<file path="src/rtl/io_input_cond_if.sv">
// Pin-side and core-side signal bundle for the input conditioner.
// The master drives raw pins and mode bits; the slave returns conditioned levels and pulses.
interface io_input_cond_if #(
   parameter int NUM_SW  = 32,
   parameter int NUM_BTN = 4
);
   logic [NUM_SW-1:0]  i_sw;
   logic [NUM_BTN-1:0] i_btn;
   logic [NUM_BTN-1:0] i_btn_toggle_mode;
   logic [NUM_SW-1:0]  o_sw;
   logic [NUM_BTN-1:0] o_btn;
   logic [NUM_BTN-1:0] o_btn_press;
   logic [NUM_BTN-1:0] o_btn_release;

   modport master (
      output i_sw, i_btn, i_btn_toggle_mode,
      input  o_sw, o_btn, o_btn_press, o_btn_release
   );

   modport slave (
      input  i_sw, i_btn, i_btn_toggle_mode,
      output o_sw, o_btn, o_btn_press, o_btn_release
   );
endinterface

</file>
<file path="src/rtl/io_input_cond.sv">
// Synchronises and debounces switch and button pins, normalises buttons to active-high
// and produces per-button level/toggle outputs with one-cycle press and release pulses.
module io_input_cond #(
   parameter int NUM_SW         = 32,
   parameter int NUM_BTN        = 4,
   parameter int SYNC_STAGES    = 2,
   parameter int DB_CYCLES      = 4,
   parameter int BTN_ACTIVE_LOW = 1
) (
   input logic         i_clk,
   input logic         i_rst_n,
   io_input_cond_if.slave bus
);
   localparam int NCH   = NUM_SW + NUM_BTN;
   localparam int CNT_W = $clog2(DB_CYCLES + 1);
   localparam logic [CNT_W-1:0] CNT_MAX = CNT_W'(DB_CYCLES - 1);
   localparam logic AL = (BTN_ACTIVE_LOW != 0);
   // Buttons idle at their raw inactive level so release from reset emits no spurious edge.
   localparam logic [NCH-1:0] RST_VAL = {{NUM_BTN{AL}}, {NUM_SW{1'b0}}};

   logic [NCH-1:0]     raw;
   logic [NCH-1:0]     sync_q [SYNC_STAGES];
   logic [NCH-1:0]     sync;
   logic [NCH-1:0]     stable_q;
   logic [CNT_W-1:0]   cnt_q [NCH];
   logic [NCH-1:0]     differ;
   logic [NCH-1:0]     accept;
   logic [NUM_BTN-1:0] pressed;
   logic [NUM_BTN-1:0] pressed_nxt;
   logic [NUM_BTN-1:0] btn_accept;
   logic [NUM_BTN-1:0] toggle_q;
   logic [NUM_BTN-1:0] press_q;
   logic [NUM_BTN-1:0] release_q;

   assign raw  = {bus.i_btn, bus.i_sw};
   assign sync = sync_q[SYNC_STAGES-1];

   // Stage: synchroniser chains
   always_ff @(posedge i_clk or negedge i_rst_n) begin
      if (!i_rst_n) begin
         for (int s = 0; s < SYNC_STAGES; s++) sync_q[s] <= RST_VAL;
      end else begin
         sync_q[0] <= raw;
         for (int s = 1; s < SYNC_STAGES; s++) sync_q[s] <= sync_q[s-1];
      end
   end

   always_comb begin
      differ = sync ^ stable_q;
      accept = '0;
      for (int c = 0; c < NCH; c++) accept[c] = differ[c] && (cnt_q[c] == CNT_MAX);
   end

   // Stage: debounce counters and accepted levels
   always_ff @(posedge i_clk or negedge i_rst_n) begin
      if (!i_rst_n) begin
         stable_q <= RST_VAL;
         for (int c = 0; c < NCH; c++) cnt_q[c] <= '0;
      end else begin
         for (int c = 0; c < NCH; c++) begin
            if (!differ[c]) begin
               cnt_q[c] <= '0;
            end else if (accept[c]) begin
               stable_q[c] <= sync[c];
               cnt_q[c]    <= '0;
            end else begin
               cnt_q[c] <= cnt_q[c] + 1'b1;
            end
         end
      end
   end

   assign pressed     = stable_q[NCH-1:NUM_SW] ^ {NUM_BTN{AL}};
   assign pressed_nxt = sync[NCH-1:NUM_SW] ^ {NUM_BTN{AL}};
   assign btn_accept  = accept[NCH-1:NUM_SW];

   // Stage: button events, registered on the same edge the new level is accepted
   always_ff @(posedge i_clk or negedge i_rst_n) begin
      if (!i_rst_n) begin
         press_q   <= '0;
         release_q <= '0;
         toggle_q  <= '0;
      end else begin
         press_q   <= btn_accept & pressed_nxt;
         release_q <= btn_accept & ~pressed_nxt;
         toggle_q  <= bus.i_btn_toggle_mode & (toggle_q ^ (btn_accept & pressed_nxt));
      end
   end

   assign bus.o_sw          = stable_q[NUM_SW-1:0];
   assign bus.o_btn         = (bus.i_btn_toggle_mode & toggle_q) | (~bus.i_btn_toggle_mode & pressed);
   assign bus.o_btn_press   = press_q;
   assign bus.o_btn_release = release_q;
endmodule

</file>
<file path="src/flat_wrapper.sv">
// flat-port wrapper written by rule: the top's interface ports become plain ports
module io_input_cond_flat 
#(
   parameter int NUM_SW         = 32,
   parameter int NUM_BTN        = 4,
   parameter int SYNC_STAGES    = 2,
   parameter int DB_CYCLES      = 4,
   parameter int BTN_ACTIVE_LOW = 1
)
  (i_clk, i_rst_n, bus_i_sw, bus_i_btn, bus_i_btn_toggle_mode, bus_o_sw, bus_o_btn, bus_o_btn_press, bus_o_btn_release);
  io_input_cond_if #(.NUM_SW(NUM_SW), .NUM_BTN(NUM_BTN)) bus_i ();
  input logic i_clk;
  input logic i_rst_n;
  input wire logic [$bits(bus_i.i_sw)-1:0] bus_i_sw;
  input wire logic [$bits(bus_i.i_btn)-1:0] bus_i_btn;
  input wire logic [$bits(bus_i.i_btn_toggle_mode)-1:0] bus_i_btn_toggle_mode;
  output wire logic [$bits(bus_i.o_sw)-1:0] bus_o_sw;
  output wire logic [$bits(bus_i.o_btn)-1:0] bus_o_btn;
  output wire logic [$bits(bus_i.o_btn_press)-1:0] bus_o_btn_press;
  output wire logic [$bits(bus_i.o_btn_release)-1:0] bus_o_btn_release;
  assign bus_i.i_sw = bus_i_sw;
  assign bus_i.i_btn = bus_i_btn;
  assign bus_i.i_btn_toggle_mode = bus_i_btn_toggle_mode;
  assign bus_o_sw = bus_i.o_sw;
  assign bus_o_btn = bus_i.o_btn;
  assign bus_o_btn_press = bus_i.o_btn_press;
  assign bus_o_btn_release = bus_i.o_btn_release;
  io_input_cond #(.NUM_SW(NUM_SW), .NUM_BTN(NUM_BTN), .SYNC_STAGES(SYNC_STAGES), .DB_CYCLES(DB_CYCLES), .BTN_ACTIVE_LOW(BTN_ACTIVE_LOW)) u_core (.i_clk(i_clk), .i_rst_n(i_rst_n), .bus(bus_i));
endmodule
</file>
<file path="config.mk">
export PLATFORM = sky130hd
export DESIGN_NAME = io_input_cond_flat
export DESIGN_NICKNAME = d
export VERILOG_FILES = /design/src/rtl/io_input_cond_if.sv /design/src/rtl/io_input_cond.sv /design/src/flat_wrapper.sv
export SDC_FILE = /design/constraint.sdc
export NUM_CORES = 1
export LEC_CHECK = 0
export CAP_MARGIN = 5
export CORE_ASPECT_RATIO = 1.4
export CORE_UTILIZATION = 59
export DETAILED_ROUTE_END_ITERATION = 10
export GPL_TIMING_DRIVEN = 1
export HOLD_SLACK_MARGIN = 0.08
export PLACE_DENSITY = 0.86
export REMOVE_ABC_BUFFERS = 1
export SYNTH_ARGS = -nofsm -noshare
export SYNTH_HDL_FRONTEND = slang
export SYNTH_SLANG_ARGS = --single-unit
</file>
<file path="constraint.sdc">
create_clock -name i_clk -period 2.13 [get_ports i_clk]
set_input_delay 0.5325 -clock i_clk [delete_from_list [all_inputs] [get_ports i_clk]]
set_output_delay 0.5325 -clock i_clk [all_outputs]
set_load 0.02 [all_outputs]
</file>
==> metrics <==
outcome=complete, no violations; Worst Hold Endpoint=u_core.sync[17]; hold path depth=0; Hold Fails Final Rpt=0; MaxCap Viol Count=0; Non-Filler Instances=slightly above 800; worst path cell trace=clkdlybuf4s50_1 -> nand2_1 -> o21ai_0 -> dlygate4sd2_1; Reg-to-Reg End=u_core.stable_q[4]; Leak Pwr=about 4.5 nW; Worst-path clk slew=60 ps; WL final=~13000 um; Max transition margin=0.609; min Tclk post-route=a little over 2000 ps; TritonRoute pass-1 iters=4; Layout Skew=4.91 ps; Worst-Skew Late Latency=around 480 ps; initial antenna violation count=0; Setup Viol. Count Final=0; die width=around 100 um; fmax=483 MHz; max-slew violations=0; crit start category=input pin; Mapped Cells=536; Detailed Place HPWL=8710 um; core area=around 14000 sq um; H-tree depth=1; DP Area=around 9300 sq um; ant diodes=0; Req. time, crit path=around 1600 ps; CP max stage cell=clkdlybuf4s50_1; register area share after synthesis=0.689; Starting DRT DRC Count=90; share of cells above drive strength 1=0.151; area grow syn2layout=19.3%; pin count of the biggest net entering global routing=77; worst-case clock buffer depth=3; Mapped Avg Cell Area=between 15 and 20 sq um; Inserted Clock Buffers=21; post-DR vias/cell=between 5 and 6; CP Class=in -> out; Worst EP arrival=about 1500 ps; fillers=around 900; Least-Margin Pin Slew=a little under 600 ps; FP Rows=50; YS warnings=0; vias in the first global route=approximately 4.8k; reg2reg start=u_core.cnt_q[93]; peak supply drop=just under 900 uV; Storage cell area=5720 sq um; Synth area leaders=dfrtp_1 65%, ha_1 5.4%, nor3b_1 5.4%; Die H=between 100 and 150 um; IO Pins=between 80 and 90; Post-CTS Setup Bufs=0; path depth of the worst reg2reg path=3; total power=0.0128 W; die area=approximately 15000 sq um; initial core utilization=0.612; GR Util All Layers=0.190; Sink Count=approximately 230; gr ovfl total=0; R2R Setup Slk=around 900 ps; nets@finish=696; hold_sp=u_core.sync_q[53]; top cell type's share of synthesized area=0.651; peak fanout along the critical path=3; final instance area=9910 sq um; area of the mapped netlist=8310 sq um; PD cells=~1300 nW/um^2; delay-heaviest family, CP=buffers and inverters; unrepaired setup endpoints after global routing=no; Synth area leader=dfrtp_1; Post-Place Cells=~780; final period utilization=0.972; post-route ant nets=0; vias=around 4.2k; first-pass GRT wire length=21600 um; Critical Path End Type=primary output; Multi-input gate area=about 2300 sq um; Yosys reg bits=about 230; fin util=0.730; Worst Path Buf+Inv=2; Tightest Hold Check Type=reg -> reg; DRC=0; GPL Wtd Cong=between 0.7 and 0.8; Clk Tree Root Cell=clkbuf_16; Port Buf Inserts=85; CTS tree=built; routed len/inst=15.4 um; CP peak stage delay=500 ps; CP startpoint=bus_i_btn_toggle_mode[1]; Netlist cell types=17
==> layer usage <==
metal / share of wire / global-route usage / wire length (um) / vias up
met5: 0 / 0 / 0 / -
met4: 0.020 / 0.0594 / 256 / 0
met3: 0.044 / 0.0398 / 550 / 22
met2: 0.57 / 0.361 / 7150 / 64
met1: 0.37 / 0.206 / 4590 / 2191
li1: - / - / - / 1971
==> metrics by stage <==
stage / setup TNS (ps) / hold slack [ps] / setup slack, ps
5_1_grt: 0 / 350 / 12.4
2_1_floorplan: 0 / 237 / 589
3_5_place_dp: -838 / 335 / -232
6_report: 0 / 346 / 58.8
3_3_place_gp: -719 / 331 / -183
4_1_cts: 0 / 349 / 48.0
==> synthesized netlist by cell type <==
cell      count
o21ai_0       4
nand2_1       4
buf_4        32
dfrtp_1     216
nand2b_1      4
and4bb_1      4
nor3b_1      60
ha_1         36
dfstp_2      12
mux2i_1       4
and3b_1       4
nor3_1       36
nor2b_1      24
mux2_1       15
mux2_2       21
xnor2_1      36
nor2b_2      24
==> cell type report <==
cell class / count / share of cell area
flip-flops and latches: 228 / 0.577
multi-input cells: 276 / 0.237
repair buffers: 91 / 0.0971
clock buffers: 31 / 0.0629
well taps: 182 / 0.0230
clock inverters: 5 / 0.00278
==> how the worst max path moves through the flow <==
stage | endpoint | cells past startpoint
6_report | bus_o_btn[1] | 4
5_1_grt | bus_o_btn[3] | 4
4_1_cts | bus_o_btn[2] | 4
3_5_place_dp | bus_o_btn[2] | 4
3_3_place_gp | bus_o_btn[0] | 4
2_1_floorplan | bus_o_btn[0] | 1
==> power breakdown <==
| part | switching (W) | internal [W] |
|---|---|---|
| clock | 0.00148 | 0.00202 |
| sequential | 0.000640 | 0.00535 |
| combinational | 0.00157 | 0.00176 |
| total | 0.00369 | 0.00913 |
==> logic make-up after synthesis <==
family,Yosys count,synth area share
buf+inv,32,0.0289
xor+xnor,36,0.0380
fa+ha+maj,36,0.0542
flops,228,0.689
compound gates,4,0.00241
simple gates,160,0.134
mux,40,0.0536
==> flip-flops by register name, indices dropped and copies added, names as in the netlist <==
register,count
u_core.sync_q,36
u_core.bus.o_btn_release,4
u_core.toggle_q,4
u_core.bus.o_btn_press,4
u_core.cnt_q,108
u_core.sync,36
u_core.stable_q,36
==> what timing repair did <==
item,4_1_cts,5_1_grt
setup endpoints to repair,4,1
cloned,0,0
hold buffers,1,0
resized for setup,4,1
hold endpoints to repair,65,0
==> cells in the final DEF, fill, tap and decap left out, types with 3 or more instances in the layout <==
master             n
dfrtp_1          216
clkdlybuf4s50_1   80
nor3b_1           60
xnor2_1           36
nor3_1            36
ha_1              36
nor2b_2           24
nor2b_1           24
mux2_2            21
clkbuf_16         21
mux2_1            15
dfstp_2           12
clkbuf_8           6
buf_12             5
and4bb_1           4
and3b_1            4
nand2_1            4
nand2b_1           4
mux2i_1            4
o21ai_0            4
clkbuf_1           4
clkinv_2           4
dlygate4sd2_1      3
No activity file was read; power rests on OpenSTA's default activity.
